==> src/rtl/clk_div_ctrl_pkg.sv <==
// Shared types and helpers for the clk_div sequencer/arbiter.
// Optional round-robin arbitration is enabled with the CLK_DIV_CTRL_RR_EN macro.
package clk_div_ctrl_pkg;

    typedef enum logic [2:0] {
        IDLE,
        GATE,
        LOAD,
        SETTLE,
        ACK
    } ctrl_state_t;

    localparam int DEF_DIV_W = 8;

    // Wide enough to hold the larger of the two wait lengths.
    function automatic int cnt_width(input int gate_cyc, input int settle_cyc);
        int m;
        m = (gate_cyc > settle_cyc) ? gate_cyc : settle_cyc;
        return $clog2(m + 1);
    endfunction

endpackage

==> src/rtl/req_arbiter.sv <==
// Combinational request arbiter: one-hot grant plus encoded index.
// CLK_DIV_CTRL_RR_EN selects round-robin from ptr; otherwise lowest index wins.
module req_arbiter
    import clk_div_ctrl_pkg::*;
#(
    parameter int NREQ  = 4,
    parameter int IDX_W = $clog2(NREQ)
) (
    input  logic [NREQ-1:0]  req,
`ifdef CLK_DIV_CTRL_RR_EN
    input  logic [IDX_W-1:0] ptr,
`endif
    output logic             req_any,
    output logic [NREQ-1:0]  gnt,
    output logic [IDX_W-1:0] gnt_idx
);

    assign req_any = |req;

`ifdef CLK_DIV_CTRL_RR_EN
    logic [IDX_W-1:0] sel;

    // Scan from farthest to nearest so the requester closest to ptr is kept last.
    always_comb begin
        gnt     = '0;
        gnt_idx = '0;
        sel     = '0;
        for (int k = NREQ - 1; k >= 0; k--) begin
            sel = IDX_W'((int'(ptr) + k) % NREQ);
            if (req[sel]) begin
                gnt      = '0;
                gnt[sel] = 1'b1;
                gnt_idx  = sel;
            end
        end
    end
`else
    always_comb begin
        gnt     = '0;
        gnt_idx = '0;
        for (int i = NREQ - 1; i >= 0; i--) begin
            if (req[i]) begin
                gnt     = '0;
                gnt[i]  = 1'b1;
                gnt_idx = IDX_W'(i);
            end
        end
    end
`endif

endmodule

==> src/rtl/clk_div_ctrl.sv <==
// Sequencer for the shared clk_div: gate, reprogram div_num, settle, ungate, ack.
// Define CLK_DIV_CTRL_RR_EN for round-robin arbitration (fixed priority otherwise).
module clk_div_ctrl
    import clk_div_ctrl_pkg::*;
#(
    parameter int NREQ       = 4,
    parameter int DIV_W      = DEF_DIV_W,
    parameter int GATE_CYC   = 4,
    parameter int SETTLE_CYC = 8,
    parameter int RST_DIV    = 0
) (
    input  logic                  clk,
    input  logic                  rst,
    input  logic [NREQ-1:0]       req,
    input  logic [NREQ*DIV_W-1:0] req_div,
    output logic [NREQ-1:0]       ack,
    output logic [DIV_W-1:0]      div_num,
    output logic                  clk_en,
    output logic                  busy
);

    localparam int IDX_W = $clog2(NREQ);
    localparam int CNT_W = cnt_width(GATE_CYC, SETTLE_CYC);

    ctrl_state_t      state, nxt_state;
    logic [CNT_W-1:0] cnt, nxt_cnt;

    logic             arb_any;
    logic [NREQ-1:0]  arb_gnt;
    logic [IDX_W-1:0] arb_idx;
    logic [DIV_W-1:0] slice [NREQ];
    logic [DIV_W-1:0] arb_div;

    logic [NREQ-1:0]  lat_gnt;
    logic [DIV_W-1:0] lat_div;
    logic [NREQ-1:0]  ack_gnt;

    for (genvar i = 0; i < NREQ; i++) begin : g_slice
        assign slice[i] = req_div[i*DIV_W +: DIV_W];
    end

    assign arb_div = slice[arb_idx];

`ifdef CLK_DIV_CTRL_RR_EN
    logic [IDX_W-1:0] rr_ptr;
    logic [IDX_W-1:0] lat_idx;

    always_ff @(posedge clk or posedge rst) begin
        if (rst) begin
            rr_ptr  <= '0;
            lat_idx <= '0;
        end else begin
            if (state == IDLE && arb_any)
                lat_idx <= arb_idx;
            if (state == ACK)
                rr_ptr <= (lat_idx == IDX_W'(NREQ - 1)) ? '0 : lat_idx + 1'b1;
        end
    end
`endif

    req_arbiter #(
        .NREQ  (NREQ),
        .IDX_W (IDX_W)
    ) u_arb (
        .req     (req),
`ifdef CLK_DIV_CTRL_RR_EN
        .ptr     (rr_ptr),
`endif
        .req_any (arb_any),
        .gnt     (arb_gnt),
        .gnt_idx (arb_idx)
    );

    // A same-ratio request goes IDLE->ACK, before lat_gnt has been written.
    assign ack_gnt = (state == IDLE) ? arb_gnt : lat_gnt;

    always_comb begin
        nxt_state = state;
        nxt_cnt   = '0;
        case (state)
            IDLE: begin
                if (arb_any) begin
                    if (arb_div == div_num) begin
                        nxt_state = ACK;
                    end else begin
                        nxt_state = GATE;
                        nxt_cnt   = CNT_W'(GATE_CYC - 1);
                    end
                end
            end
            GATE: begin
                if (cnt == '0)
                    nxt_state = LOAD;
                else
                    nxt_cnt = cnt - 1'b1;
            end
            LOAD: begin
                nxt_state = SETTLE;
                nxt_cnt   = CNT_W'(SETTLE_CYC - 1);
            end
            SETTLE: begin
                if (cnt == '0)
                    nxt_state = ACK;
                else
                    nxt_cnt = cnt - 1'b1;
            end
            ACK:     nxt_state = IDLE;
            default: nxt_state = IDLE;
        endcase
    end

    // Outputs are registered from the next state so they line up with the state they describe.
    always_ff @(posedge clk or posedge rst) begin
        if (rst) begin
            state   <= IDLE;
            cnt     <= '0;
            lat_gnt <= '0;
            div_num <= DIV_W'(RST_DIV);
            clk_en  <= 1'b1;
            ack     <= '0;
            busy    <= 1'b0;
        end else begin
            state  <= nxt_state;
            cnt    <= nxt_cnt;
            clk_en <= (nxt_state == IDLE) || (nxt_state == ACK);
            busy   <= (nxt_state != IDLE);
            ack    <= (nxt_state == ACK) ? ack_gnt : '0;
            if (state == IDLE && arb_any)
                lat_gnt <= arb_gnt;
            if (state == LOAD)
                div_num <= lat_div;
        end
    end

    always_ff @(posedge clk) begin
        if (state == IDLE && arb_any)
            lat_div <= arb_div;
    end

endmodule

==> config.mk <==
export PLATFORM = sky130hd
export DESIGN_NAME = clk_div_ctrl
export DESIGN_NICKNAME = d
export VERILOG_FILES = /design/src/rtl/clk_div_ctrl_pkg.sv /design/src/rtl/req_arbiter.sv /design/src/rtl/clk_div_ctrl.sv
export SDC_FILE = /design/constraint.sdc
export NUM_CORES = 1
export LEC_CHECK = 0
export ABC_CLOCK_PERIOD_IN_PS = 3500
export CAP_MARGIN = 0
export CELL_PAD_IN_SITES_DETAIL_PLACEMENT = 0
export CELL_PAD_IN_SITES_GLOBAL_PLACEMENT = 1
export CORE_MARGIN = 2
export CORE_UTILIZATION = 30
export DETAILED_ROUTE_END_ITERATION = 7
export PLACE_DENSITY = 0.7
export SLEW_MARGIN = 5
export SYNTH_ARGS = -nofsm -noshare
export SYNTH_HDL_FRONTEND = slang
export SYNTH_SLANG_ARGS = --single-unit
==> constraint.sdc <==
create_clock -name clk -period 3.5 [get_ports clk]
set_clock_uncertainty 0.1 [all_clocks]
set_input_delay 0.525 -clock clk [delete_from_list [all_inputs] [get_ports clk]]
set_output_delay 0.525 -clock clk [all_outputs]
set_load 0.05 [all_outputs]
==> summary.md, run 1 <==
| Metric | Value |
|---|---|
| WS Path Type | `in2reg` |
| Top cell type's share of synthesized area | `32.52%` |
| Post-CTS Setup Bufs | `0` |
| Synthesis-to-layout area growth | `36.79%` |
| Setup crit end kind | `flip-flop` |
| Syn. warnings | `0` |
| R2R depth | `5` |
| Ratio of cells with drive above 1 in the final layout | `16.38%` |
| DRT Wirelength | `4585 um` |
| Synth Area in Simple Gates | `26.15%` |
| Largest net degree at the start of global routing | `26` |
| TritonCTS Sinks | `33` |
| Clk buf depth | `2` |
| # resized after CTS | `0` |
| Count leader, synth | `dfrtp_1` |
| Via-per-instance ratio | `4.980` |
| Crit path DAT | `2.77 ns` |
| Reg2reg setup slack | `1.38 ns` |
| Largest cells by area after synthesis | `dfrtp_1, edfxtp_1, mux2_2` |
| Tmin final | `2.726 ns` |
| Design Power | `1.740 mW` |
| Num CTS Buffers | `5` |
| Hold endpoint | `div_num[3]$_DFFE_PP0N_` |
| Worst setup SP type | `input port` |
| Clk slew on worst S/H paths | `0.07 ns` |
| Port Buffer Count | `51` |
| Post-CTS Hold Buffers | `0` |
| CTS tree | `yes` |
| Post-synth EDFFs | `8` |
| Synth Area in XOR/XNOR | `0.4743%` |
| Synth cell count leaders | `dfrtp_1, nand2_1, or3_1` |
| Final layout net count | `269` |
| Syn avg cell area | `10.49 sq um` |
| Worst min path class | `reg2reg` |
| Worst rel slew slack | `33.83%` |
| Yosys reg bits | `33` |
| Global placement routability congestion | `0.7411` |
| Post-route ant nets | `0` |
| Die width | `82.46 um` |
| Req. time, crit path | `3.54 ns` |
| Status | `finished clean` |
| Critical R2R Launch | `state[0]$_DFF_PP0_` |
| CP max stage cell | `clkdlybuf4s50_1` |
| Cell accounting for the most synthesized area | `dfrtp_1` |
| Main synth FF type | `dfrtp_1` |
| Slew Limit Fails | `0` |
| Post-route cell area | `0.002526 sq mm` |
| Post-synthesis compound-gate area fraction | `18.50%` |
| Worst-Margin Slew | `0.9915 ns` |
| Syn Inst Count | `176` |
| Area of the core | `0.005921 sq mm` |
| Initial Util | `31.19%` |
| GRT Overall Usage | `15.01%` |
| HPWL Detailed | `3445 um` |
| Fin. Hold Viols | `0` |
| H-tree levels | `2` |
| Vias in the first global route | `1,493` |
| RSZ-0062 raised after global routing | `no` |
| Adder-cell share of the synthesized area | `0%` |
| Worst path cell trace | `clkdlybuf4s50_1 -> buf_4 -> nand3b_1 -> a21oi_4 -> o31a_1 -> o22ai_1 -> nor4_2 -> nand2b_1 -> o21ai_0` |
| Worst setup path start | `req[2]` |
| Grt ovf | `0` |
| Peak VDD IR | `332.0 uV` |
| DR iter-0 viols | `62` |
| Hold Path Depth | `1` |
| Max cap viols | `0` |
| Asr flop ratio synth | `75.76%` |
| Largest stage delay, worst path | `0.61 ns` |
| Main combinational cell family by area after synthesis | `simple AND/OR/NAND/NOR gates` |
| Via Count | `1,529` |
| DRC Markers | `0` |
| DP Area | `0.002436 sq mm` |
| Routed WL per cell | `14.93 um` |
| Fmax | `0.3669 GHz` |
| Setup violators final | `0` |
| Drt first pass iters | `4` |
| Mapped Area | `0.001847 sq mm` |
| Min-delay src | `lat_div[3]$_DFFE_PP_` |
| Distinct cells, synth | `41` |
| N_diodes | `0` |
| Filler cell count | `573` |
| Height of the die | `82.46 um` |
| Initial antenna violation count | `0` |
| FF-to-FF End | `ack[2]$_DFF_PP0_` |
| Worst Path Max Fanout | `13` |
| Die Area | `0.006800 sq mm` |
| Worst-Skew Late Latency | `0.28 ns` |
| Register area share after synthesis | `46.95%` |
| I/O pin count | `52` |
| First-pass GRT wire length | `7472 um` |
| Fraction of synthesized area in multiplexers | `4.878%` |
| Post-route setup TNS | `0 ns` |
| Root Buffer | `clkbuf_8` |
| Leakage | `0.9630 nW` |
| Syn Nets | `214` |
| Num rows | `28` |
| Fin crit share | `77.87%` |
| Pwr/cell area | `688.9 mW/mm^2` |
sequential cells by signal, summed over array words and instances, names as in the netlist:
signal	cells
state	3
ack	4
lat_gnt	4
cnt	4
busy	1
clk_en	1
lat_div	8
div_num	8
through the flow:
step / setup WS [ns] / instances / hold slack [ns] / utilization, %
floorplan: 1.372 / 176 / 0.3459 / -
global placement: 0.4822 / 299 / 0.3547 / 41.15
detailed placement: 0.4665 / 299 / 0.3633 / 41.15
CTS: 0.7755 / 307 / 0.3780 / 42.67
global route: 0.6259 / 307 / 0.3917 / 42.67
finish: 0.7745 / 307 / 0.3759 / 42.67
critical path, delay by kind of cell:
kind                   cells  cell delay [ns]
buffers and inverters      2             0.89
AND/OR/NAND/NOR            3             0.79
AO/OA/AOI/OAI              4             0.55
kinds of logic after synthesis:
logic type | Yosys count
flops | 33
xor+xnor | 1
buf+inv | 10
mux | 8
compound gates | 46
simple gates | 78
power breakdown:
| group | switching (mW) | total, mW | internal [mW] |
|---|---|---|---|
| combinational | 0.448 | 0.789 | 0.341 |
| clock | 0.132 | 0.292 | 0.160 |
| sequential | 0.120 | 0.660 | 0.540 |
| total | 0.699 | 1.74 | 1.04 |
per-layer routing:
layer,track usage (%),wire length (um),vias up
met5,0,0,-
met4,5.500,67,0
met3,3.152,180,5
met2,23.95,2177,28
met1,20.01,2160,735
li1,-,-,761
cell type report:
class | count | area (sq um) | area share (%)
Inverter | 3 | 11.26 | 0.4458
Clock buffer | 8 | 90.09 | 3.566
Timing Repair Buffer | 55 | 540.5 | 21.40
Tap cell | 75 | 93.84 | 3.715
Sequential cell | 33 | 867.1 | 34.32
Multi-Input combinational cell | 133 | 923.4 | 36.55
how the worst max path moves through the flow:
stage	endpoint	cells past startpoint
floorplan	clk_en$_DFF_PP1_	6
global placement	cnt[1]$_DFF_PP0_	9
detailed placement	cnt[1]$_DFF_PP0_	9
CTS	cnt[1]$_DFF_PP0_	9
global route	state[0]$_DFF_PP0_	9
finish	cnt[1]$_DFF_PP0_	9
layout by cell type (no fill, tap or decap), types with 2 or more instances in the layout:
cell type / synthesis / layout
clkbuf_8: 0 / 6
clkdlybuf4s50_1: 0 / 51
o31a_1: 8 / 8
nand2_1: 20 / 20
a21oi_2: 4 / 4
nor3_1: 4 / 4
nor4_2: 3 / 3
clkbuf_1: 2 / 2
nand3b_1: 8 / 8
a21oi_1: 8 / 8
o21a_1: 7 / 7
nand2b_1: 2 / 2
mux2_2: 8 / 8
a21oi_4: 2 / 2
or3_1: 9 / 9
and2_1: 5 / 5
edfxtp_1: 8 / 8
and2_4: 4 / 4
inv_1: 3 / 3
o21ai_0: 8 / 8
o22ai_1: 4 / 4
nor2_1: 7 / 7
nor4_1: 6 / 6
dfrtp_1: 24 / 24
buf_4: 0 / 4
Power figures use the tool's default switching activity.
==> inputs of run 2 (changes only) <==
Settings changed: ABC_CLOCK_PERIOD_IN_PS 3500 to 2600.
Clock period 3.5 ns to 2.6 ns, I/O delays scaled along.
==> run 2 against run 1 <==
  * Hold slack got worse by 0.0015 ns
  * Non-clock buffer count rose by 12
  * Largest power group unchanged
  * Via count rose by 1.4%
  * Design area rose by 6.1%
  * Largest cell class unchanged
  * Die area did not move
  * Critical endpoint is now ack[3]$_DFF_PP0_
  * Setup slack got worse by 0.69 ns
==> summary.md, run 2 (synthesis gave the netlist of run 1 again) <==
| Metric | Value |
|---|---|
| Num CTS Buffers | `5` |
| Synthesis-to-layout area growth | `45.12%` |
| Initial Util | `31.19%` |
| Initial antenna violation count | `0` |
| Die width | `82.46 um` |
| Root Buffer | `clkbuf_8` |
| Setup crit end kind | `flip-flop` |
| Vias in the first global route | `1,532` |
| Worst-Skew Late Latency | `0.29 ns` |
| WS Path Type | `in2reg` |
| Fmax | `0.3969 GHz` |
| Clk slew on worst S/H paths | `0.07 ns` |
| Die Area | `0.006800 sq mm` |
| Post-route ant nets | `0` |
| Tmin final | `2.519 ns` |
| Worst-Margin Slew | `0.6013 ns` |
| Final core utilization | `45.27%` |
| Height of the die | `82.46 um` |
| Grt ovf | `0` |
| First-pass GRT wire length | `7562 um` |
| GRT Overall Usage | `15.28%` |
| Req. time, crit path | `2.66 ns` |
| H-tree levels | `2` |
| Worst min path class | `in2async` |
| Peak VDD IR | `389.6 uV` |
| Fin crit share | `96.90%` |
| Leakage | `1.050 nW` |
| Clk buf depth | `2` |
| Final layout net count | `281` |
| Setup violators final | `0` |
| Multi-input gate area | `923.4 sq um` |
| Via-per-instance ratio | `4.859` |
| N_diodes | `0` |
| Via Count | `1,550` |
| Worst rel slew slack | `59.61%` |
| Filler cell count | `564` |
| Crit path DAT | `2.58 ns` |
| Status | `finished clean` |
| Routed WL per cell | `14.63 um` |
| Num rows | `28` |
| RSZ-0062 raised after global routing | `no` |
| DRT Wirelength | `4668 um` |
| HPWL Detailed | `3588 um` |
| Register Area | `867.1 sq um` |
| Most frequent cells in the layout | `clkdlybuf4s50_1, dfrtp_1, nand2_1` |
| Slew Limit Fails | `0` |
| Fin. Hold Viols | `0` |
| DP Area | `0.002556 sq mm` |
| Worst setup SP type | `input port` |
| Most common cell after layout, fill and taps aside | `clkdlybuf4s50_1` |
| DR iter-0 viols | `50` |
| Post-route cell area | `0.002680 sq mm` |
| CTS tree | `yes` |
| Critical R2R Launch | `state[0]$_DFF_PP0_` |
| Max cap viols | `0` |
| DRC Markers | `0` |
| Post-CTS Hold Buffers | `0` |
| Global placement routability congestion | `0.7679` |
| Pwr/cell area | `925.5 mW/mm^2` |
| Port Buffer Count | `51` |
| Worst setup path start | `req[1]` |
| Ratio of cells with drive above 1 in the final layout | `20.90%` |
| Largest net degree at the start of global routing | `17` |
| I/O pin count | `52` |
| Top flop regs | `div_num: 8 flops, lat_div: 8 flops` |
| Drt first pass iters | `4` |
| Area of the core | `0.005921 sq mm` |
| Worst Path Max Fanout | `8` |
| TritonCTS Sinks | `33` |
[run 2: timing repair]
| action | 4_1_cts | 5_1_grt |
|---|---|---|
| setup buffers | 0 | 1 |
| resized for setup | 0 | 0 |
| setup endpoints to repair | 0 | 1 |
[run 2: layer usage]
metal  GRT usage (%)  vias to the layer above  share of wire [%]
li1                -                      784                  -
met1           18.98                      730                 45
met2           25.89                       30                 48
met3           2.935                        6                4.3
met4           6.333                        0                1.7
met5               0                        -                  0
[run 2: final cells by class]
| type | count | share of cell area, % |
|---|---|---|
| tap | 75 | 3.501 |
| timing repair buffer | 67 | 24.93 |
| inverter | 3 | 0.4202 |
| multi-input combinational | 133 | 34.45 |
| clock buffer | 7 | 3.221 |
| clock inverter | 1 | 1.120 |
| sequential | 33 | 32.35 |
[run 2: path summary, 6_finish.rpt]
kind,endpoint,slack (ns),cells after the start
max,ack[3]$_DFF_PP0_,0.08,11
min reg2reg,div_num[6]$_DFFE_PP0N_,0.37,1
min,div_num[4]$_DFFE_PP0N_,0.37,2
max in group asynchronous,div_num[0]$_DFFE_PP0N_,1.44,3
min in group clk,div_num[6]$_DFFE_PP0N_,0.37,1
max reg2reg,clk_en$_DFF_PP1_,0.69,5
[run 2: report_power, final]
group          switching [mW]  internal, mW  leakage, nW
sequential              0.156         0.727        0.383
combinational           0.614         0.485        0.608
clock                   0.186         0.312       0.0585
total                   0.956          1.52         1.05
[run 2: metrics by stage]
| step | TNS (ns) | total power [mW] | instances | setup slack [ns] | hold slack, ns |
|---|---|---|---|---|---|
| 3_5_place_dp | -0.8739 | 2.003 | 310 | -0.1659 | 0.3642 |
| 2_1_floorplan | 0 | 1.611 | 176 | 0.4719 | 0.3166 |
| 5_1_grt | 0 | 2.639 | 319 | 0.0007798 | 0.3943 |
| 3_3_place_gp | -0.6266 | 1.993 | 310 | -0.1416 | 0.3551 |
| 6_report | 0 | 2.480 | 319 | 0.08059 | 0.3744 |
| 4_1_cts | 0 | 2.506 | 318 | 0.1423 | 0.3803 |
[run 2: critical path, cell delays in order]
cell and delay [ns]:
clkdlybuf4s50_1 0.57, nor3_4 0.08, buf_12 0.14, buf_4 0.13
o21a_1 0.18, o31a_1 0.27, o22ai_1 0.24, nor4_2 0.09
buf_4 0.14, a32oi_2 0.25, nor2_1 0.10
==> inputs of run 3 (changes only) <==
Settings changed: PLACE_DENSITY 0.7 to unset, PLACE_DENSITY_LB_ADDON set to 0.1.
==> run 3 against run 2 <==
  * Sequential share of layout area up 0.69 points
  * Final cell count unchanged
  * Design area down 2.1%
  * Sequential power up 0.5%
  * Combinational power about the same
  * Setup slack better by 0.086 ns
  * Wire length up 2.9%
  * Fmax up 3.5%
  * Count of clock-buffer cells in the layout down 1
  * Clock power down 27%
  * Register-to-register slack worse by 0.10 ns
  * Critical path type unchanged
  * Critical endpoint is now cnt[1]$_DFF_PP0_
==> summary.md, run 3 (synthesis gave the netlist of run 1 again) <==
| Metric | Value |
|---|---|
| Synthesis-to-layout area growth | `42.07%` |
| Pre-CTS WS | `-0.1740 ns` |
| First-pass GRT wire length | `7638 um` |
| DR iter-0 viols | `55` |
| Setup violators final | `0` |
| RSZ-0062 raised after global routing | `no` |
| Largest net degree at the start of global routing | `14` |
| Dpl cells | `310` |
| Vias in the first global route | `1,534` |
| Grt ovf | `0` |
| Final core utilization | `44.32%` |
| Peak VDD IR | `414.6 uV` |
| Clk buf depth | `2` |
| Die Area | `0.006800 sq mm` |
| CTS tree | `yes` |
| Tmin final | `2.434 ns` |
| Critical path depth in cells | `9` |
| Height of the die | `82.46 um` |
| Design Power | `2.361 mW` |
| Critical R2R Launch | `state[0]$_DFF_PP0_` |
| Ratio of cells with drive above 1 in the final layout | `20.90%` |
| Reg2reg setup slack | `0.59 ns` |
| Worst-Margin Slew | `0.5933 ns` |
| Pwr/cell area | `899.9 mW/mm^2` |
| N_diodes | `0` |
| Slew Limit Fails | `0` |
| Initial Util | `31.19%` |
| Fin cells | `319` |
| Post-route setup TNS | `0 ns` |
| Worst path cell trace | `clkdlybuf4s50_1 -> and2b_4 -> and2_1 -> nor4_1 -> o22ai_1 -> nor4_2 -> buf_4 -> nand2b_1 -> o21ai_0` |
| HPWL Detailed | `3719 um` |
| Crit path DAT | `2.48 ns` |
| CP max stage cell | `clkdlybuf4s50_1` |
| Num CTS Buffers | `5` |
| I/O pin count | `52` |
| Worst-Skew Late Latency | `0.28 ns` |
| Worst rel slew slack | `60.14%` |
| Root Buffer | `clkbuf_8` |
| Port Buffer Count | `51` |
| Clk slew on worst S/H paths | `0.07 ns` |
| WS Path Type | `in2reg` |
| Final worst slack | `0.1663 ns` |
| Num rows | `28` |
| Final layout net count | `281` |
| Fin crit share | `93.60%` |
| Crit-path leading delay family | `simple AND/OR/NAND/NOR gates` |
| Post-route ant nets | `0` |
| TritonCTS Sinks | `33` |
| Worst min path class | `in2async` |
| H-tree levels | `2` |
| Via Count | `1,581` |
| Initial antenna violation count | `0` |
| Fmax | `0.4109 GHz` |
| Most common cell after layout, fill and taps aside | `clkdlybuf4s50_1` |
| Worst setup path start | `req[0]` |
| Routed WL per cell | `15.06 um` |
| Req. time, crit path | `2.64 ns` |
| End point of the critical path | `cnt[1]$_DFF_PP0_` |
| FF-to-FF End | `ack[0]$_DFF_PP0_` |
| Hold Slack | `0.3574 ns` |
| Worst Path Max Fanout | `9` |
| Setup crit end kind | `flip-flop` |
| Status | `finished clean` |
| Post-route cell area | `0.002624 sq mm` |
| Area of the core | `0.005921 sq mm` |
| Most frequent cells in the layout | `clkdlybuf4s50_1, dfrtp_1, nand2_1` |
| Drt first pass iters | `4` |
| Die width | `82.46 um` |
| GRT Overall Usage | `15.32%` |
| DP Area | `0.002531 sq mm` |
| Fin. Hold Viols | `0` |
| Leakage | `1.036 nW` |
| R2R depth | `5` |
| Worst setup SP type | `input port` |
| DRT Wirelength | `4805 um` |
| Via-per-instance ratio | `4.956` |
| Top flop regs | `div_num: 8 flops, lat_div: 8 flops` |
| Max cap viols | `0` |
| DRC Markers | `0` |
| Crit path buffers/inverters | `2` |
| Largest stage delay, worst path | `0.54 ns` |
| Global placement routability congestion | `0.8250` |
## run 3: changes by cell type in the layout (fill, tap and decap cells not counted), sizes merged
| cell | previous run | this run |
|---|---|---|
| clkinv | 0 | 2 |
| bufinv | 1 | 0 |
| clkbuf | 7 | 6 |
| clkdlybuf4s50 | 51 | 50 |
| dlymetal6s2s | 0 | 1 |
## run 3: metal layers
metal  share of wire [%]  track usage, %  wire (um)  vias to the layer above
met5                   0               0          0                        -
met4                0.81           6.500         39                        0
met3                 3.4           2.935        165                        4
met2                  49           24.60       2349                       35
met1                  47           20.11       2250                      754
li1                    -               -          -                      788
## run 3: how the worst min path moves through the flow
stage	endpoint	slack, ns	cells after the start
global route	lat_gnt[1]$_DFFE_PP0P_	0.39	2
CTS	ack[1]$_DFF_PP0_	0.36	2
detailed placement	div_num[5]$_DFFE_PP0N_	0.36	1
finish	lat_gnt[1]$_DFFE_PP0P_	0.36	2
global placement	div_num[6]$_DFFE_PP0N_	0.36	1
floorplan	ack[0]$_DFF_PP0_	0.32	1
## run 3: timing repair
item,in CTS,in global routing
setup endpoints to repair,0,5
resized for setup,0,1
setup buffers,0,1
hold buffers,0,0
hold endpoints to repair,0,0
## run 3: power by group
group,internal [mW],switching [mW],total (mW)
clock,0.185,0.180,0.366
sequential,0.727,0.160,0.887
combinational,0.482,0.627,1.11
total,1.39,0.967,2.36
## run 3: area by class of cell
| type | count | area [sq um] |
|---|---|---|
| Fill cell | 561 | 3297 |
| Multi-Input combinational cell | 133 | 923.4 |
| Sequential cell | 33 | 867.1 |
| Timing Repair Buffer | 67 | 645.6 |
| Tap cell | 75 | 93.84 |
| Clock buffer | 6 | 72.57 |
| Inverter | 3 | 11.26 |
| Clock inverter | 2 | 10.01 |
